**src/rtl/clk_gate_ctrl.sv**
```systemverilog
// Idle-timeout enable generator for a downstream clock-gating stage.
// Keeps the gated domain enabled while requests arrive, waits out a fixed
// wake period before acknowledging, and gates off after a programmable
// idle period. Counts gate-off events with a saturating 16-bit counter.
module clk_gate_ctrl #(
    parameter int unsigned IDLE_CYCLES      = 8,
    parameter int unsigned WAKE_CYCLES      = 2,
    // Reset value of the gate-off counter; 0 in normal use.
    parameter logic [15:0] GATE_EVENTS_INIT = 16'h0000
) (
    input  logic        clk,
    input  logic        rst,
    input  logic        req,
    input  logic        force_on,
    output logic        en,
    output logic        ack,
    output logic [1:0]  state,
    output logic [15:0] gate_events
);

    localparam int unsigned IW = $clog2(IDLE_CYCLES) + 1;
    localparam int unsigned WW = $clog2(WAKE_CYCLES) + 1;

    localparam logic [IW-1:0] IDLE_LAST = IW'(IDLE_CYCLES - 1);
    localparam logic [WW-1:0] WAKE_LAST = WW'(WAKE_CYCLES - 1);

    typedef enum logic [1:0] {
        ST_OFF  = 2'd0,
        ST_WAKE = 2'd1,
        ST_RUN  = 2'd2,
        ST_IDLE = 2'd3
    } state_e;

    state_e        state_q, state_d;
    logic          en_q, en_d;
    logic [IW-1:0] idle_cnt_q, idle_cnt_d;
    logic [WW-1:0] wake_cnt_q, wake_cnt_d;
    logic [15:0]   gate_events_q, gate_events_d;

    logic go;

    assign go = req | force_on;

    // Next-state, counter and telemetry logic for the power FSM.
    always_comb begin
        // NOTE: every variable gets a default before the case so no path
        // leaves it unassigned, which would otherwise infer a latch.
        state_d       = state_q;
        idle_cnt_d    = idle_cnt_q;
        wake_cnt_d    = wake_cnt_q;
        gate_events_d = gate_events_q;

        case (state_q)
            ST_OFF: begin
                if (go) begin
                    state_d    = ST_WAKE;
                    wake_cnt_d = '0;
                end
            end
            ST_WAKE: begin
                // The wake period always runs to completion so the gated
                // clock is stable before anything is acknowledged.
                if (wake_cnt_q == WAKE_LAST) begin
                    state_d = ST_RUN;
                end else begin
                    wake_cnt_d = wake_cnt_q + WW'(1);
                end
            end
            ST_RUN: begin
                if (!go) begin
                    state_d    = ST_IDLE;
                    idle_cnt_d = '0;
                end
            end
            ST_IDLE: begin
                // A request in the last idle cycle wins over the gate-off.
                if (go) begin
                    state_d    = ST_RUN;
                    idle_cnt_d = '0;
                end else if (idle_cnt_q == IDLE_LAST) begin
                    state_d = ST_OFF;
                    if (gate_events_q != 16'hFFFF) begin
                        gate_events_d = gate_events_q + 16'd1;
                    end
                end else begin
                    idle_cnt_d = idle_cnt_q + IW'(1);
                end
            end
            default: begin
                state_d = ST_OFF;
            end
        endcase
    end

    // Enable is registered from the next state so it changes on the same
    // edge as the state register and is glitch-free at the gating stage.
    assign en_d = (state_d != ST_OFF);

    // State, counter and enable registers with asynchronous reset.
    always_ff @(posedge clk or negedge rst) begin
        if (!rst) begin
            state_q       <= ST_OFF;
            en_q          <= 1'b0;
            idle_cnt_q    <= '0;
            wake_cnt_q    <= '0;
            gate_events_q <= GATE_EVENTS_INIT;
        end else begin
            // NOTE: non-blocking assignments so every register samples the
            // pre-edge values, independent of statement order.
            state_q       <= state_d;
            en_q          <= en_d;
            idle_cnt_q    <= idle_cnt_d;
            wake_cnt_q    <= wake_cnt_d;
            gate_events_q <= gate_events_d;
        end
    end

    assign en          = en_q;
    assign ack         = (state_q == ST_RUN) & req;
    assign state       = state_q;
    assign gate_events = gate_events_q;

endmodule

```
**config.mk**
```make
export PLATFORM = sky130hd
export DESIGN_NAME = clk_gate_ctrl
export DESIGN_NICKNAME = d
export VERILOG_FILES = /design/src/rtl/clk_gate_ctrl.sv
export SDC_FILE = /design/constraint.sdc
export NUM_CORES = 1
export LEC_CHECK = 0
export CAP_MARGIN = 20
export CORE_ASPECT_RATIO = 0.7
export CORE_MARGIN = 5
export CORE_UTILIZATION = 30
export DETAILED_ROUTE_END_ITERATION = 10
export SYNTH_ARGS = -nofsm -noshare
export SYNTH_HDL_FRONTEND = slang
export SYNTH_SLANG_ARGS = --single-unit
export TNS_END_PERCENT = 30
```
**constraint.sdc**
```tcl
create_clock -name clk -period 3.1 [get_ports clk]
set_clock_uncertainty 0.15 [all_clocks]
set_input_delay 0.465 -clock clk [delete_from_list [all_inputs] [get_ports clk]]
set_output_delay 0.465 -clock clk [all_outputs]
set_load 0.03 [all_outputs]
```
==> flow_summary.ini <==
[outcome]
run_status = completed

[place]
place_inst = 211
io_buffer_count = 23
pre_cts_ws_ns = 0.5015
gp_congestion = 0.8645
dp_hpwl_um = 2311

[logic_synthesis]
async_reset_ff_frac = 1.000
synth_area_leaders = dfrtp_1, xor2_1, a21oi_1
synth_edf_count = 0
synth.distinct_cells = 37
syn_area_um2 = 1340
avgSynthCellArea_um2 = 9.926
synth_top_area_cell = dfrtp_1
yosysWarningCount = 0
syn-instance-count = 135
yosys_register_bits = 25
synthFlopType = dfrtp_1
yosysSeqAreaShare = 0.4669
syn-num-nets = 142
yosysTopAreaCellShare = 0.4669

[cts]
cts.path.max_buffers = 2
clock_sinks = 25
clk_pin_slew_ns = 0.09
clock_latency_ns = 0.27
cts_hold_buffers = 0
cts_root_buffer = clkbuf_8
cts_tree = built
cts_resized = 0
postCtsSetupBuffers = 0
cts_buffers = 3
cts_htree_levels = 1

[timing]
maxSlewViolCount = 0
fin_crit_ns = 2.449
setup_ws_ns = 0.6507
hold_viol = 0
rsz0062_at_grt = no
finalCritPeriodShare = 0.7901
tightest_slew_ns = 0.6064
finalSetupViolCount = 0
fin_tns_setup_ns = 0
slew_headroom = 0.5920
max_clock_freq_mhz = 408.3

[worst_setup_path]
startpoint_type = primary input
crit_chain = clkdlybuf4s50_1, and3_1, clkdlybuf4s50_1
ff2ff_setup_slack_ns = 0.89
endpoint_kind = output port
critPathSlowestCell = clkdlybuf4s50_1
crit_top_cell = clkdlybuf4s50_1
cp_max_fo = 5
crit_path_max_incr_delay_ns = 0.66
crit_type = primary input to output port
cp.arrival_ns = 1.83
required_ns = 2.48

[route]
wl_per_cell_um = 14.06
final_antenna_net_count = 0
drt-pass1-iter-count = 4
drc = 0
avgViaCountPerCell = 5.256
drt_iter0_drc = 49
vias = 1130
routed_wirelength_um = 3022

[global_routing]
grt.total_usage = 0.1035
grt_start_max_net_pins = 26
overflow = 0
grt_antenna_before_repair = 0
grt_pass1_vias = 1017
grt_pass1_wl_um = 4988

[hold_path]
hold_class = flip-flop to flip-flop

[final_layout]
antenna_cells = 0
syn2layout_area_growth_pct = 24.65
layout-drive-gt1-share = 0.05000
fin_cells = 215
fin_nets = 168
fillerInstances = 419

[die]
rows = 20
die_h_um = 65.92
die_x_um = 89.88
io_pins = 24
core_area_um2 = 4329
start_util = 0.3095
dieArea_um2 = 5924

[power]
power.leakage_uw = 0.0007263
ir_worst_vdd_v = 0.0001585
p_per_area_nw_per_um2 = 329.3

[flow_run]
maxCapViolCount = 0
==> registers in the layout (all words and copies together), names as in the netlist <==
name         cells
en               1
wake_cnt_q       2
state            2
idle_cnt_q       4
gate_events     16
==> metrics by stage <==
step | hold WS (ns) | area [um^2] | util | power (uW)
after floorplan | 0.01941 | 1340 | - | 351.1
after global placement | 0.3603 | 1624 | 0.3751 | 367.9
after detailed placement | 0.3719 | 1624 | 0.3751 | 368.1
after CTS | 0.3850 | 1670 | 0.3858 | 559.0
after global routing | 0.4047 | 1670 | 0.3858 | 575.0
final | 0.3907 | 1670 | 0.3858 | 550.0
==> synthesized netlist by cell type, types with 2 or more instances <==
library cell	number
nor4_1	2
nor3_1	8
mux2_1	3
o21ai_0	10
a21oi_1	10
nand2_1	11
a41oi_1	2
nand3b_1	2
nand3_1	5
a31oi_1	2
inv_1	4
dfrtp_1	25
xor2_1	6
and4bb_1	2
nand4_1	8
nor2_1	8
ha_1	3
xnor2_1	3
and3_1	3
==> critical path: cells and delay by family <==
family,cells,cell delay (ns)
buf+inv,2,1.19
simple gates,1,0.17
==> path summary, 6_finish.rpt <==
| check | start | endpoint | depth (start not counted) |
|---|---|---|---|
| worst max-delay path | req | ack | 3 |
| worst min-delay path | gate_events[7] | gate_events[7] | 1 |
| worst max register to register | gate_events[0] | gate_events[1] | 5 |
| worst min register to register | gate_events[7] | gate_events[7] | 1 |
| max in group asynchronous | rst | gate_events[13] | 2 |
| min in group asynchronous | rst | idle_cnt_q[2] | 2 |
==> final cells by class <==
| type | instances | area, um^2 | area share |
|---|---|---|---|
| clock buffers | 3 | 41.29 | 0.02472 |
| clock inverters | 1 | 5.005 | 0.002996 |
| inverters | 4 | 15.01 | 0.008989 |
| multi-input cells | 103 | 676.9 | 0.4052 |
| flip-flops and latches | 25 | 625.6 | 0.3745 |
| well taps | 55 | 68.82 | 0.04120 |
| repair buffers | 24 | 237.7 | 0.1423 |
==> layout by cell type (no fill, tap or decap), drive strengths merged, types with 4 or more instances in the layout <==
master         instances
inv                    4
nand4                  8
nor3                   9
xor2                   6
a21oi                 10
nand2                 11
clkdlybuf4s50         23
nand3                  5
o21ai                 10
dfrtp                 25
nor2                   8
==> kinds of logic after synthesis <==
family / synth area share
and+or+nand+nor: 0.2717
AOI/OAI and AO/OA: 0.1214
DFF: 0.4669
xor gates and xnor gates: 0.05883
buffers and inverters: 0.02801
muxes: 0.02521
adders and majority gates: 0.02801
==> metal layers <==
metal,vias to the layer above,global-route usage,part of all wire
li1,560,-,-
met1,541,0.1424,0.51
met2,27,0.1533,0.42
met3,2,0.03754,0.066
met4,0,0.02788,0.0096
met5,-,0,0
==> power breakdown <==
part	switching, uW	leakage [uW]	internal [uW]	total, uW
Clock	99.2	0.0000255	89.8	189
Combinational	18.1	0.000374	11.7	29.8
Sequential	3.21	0.000327	328	331
No activity file was read; power rests on OpenSTA's default activity.
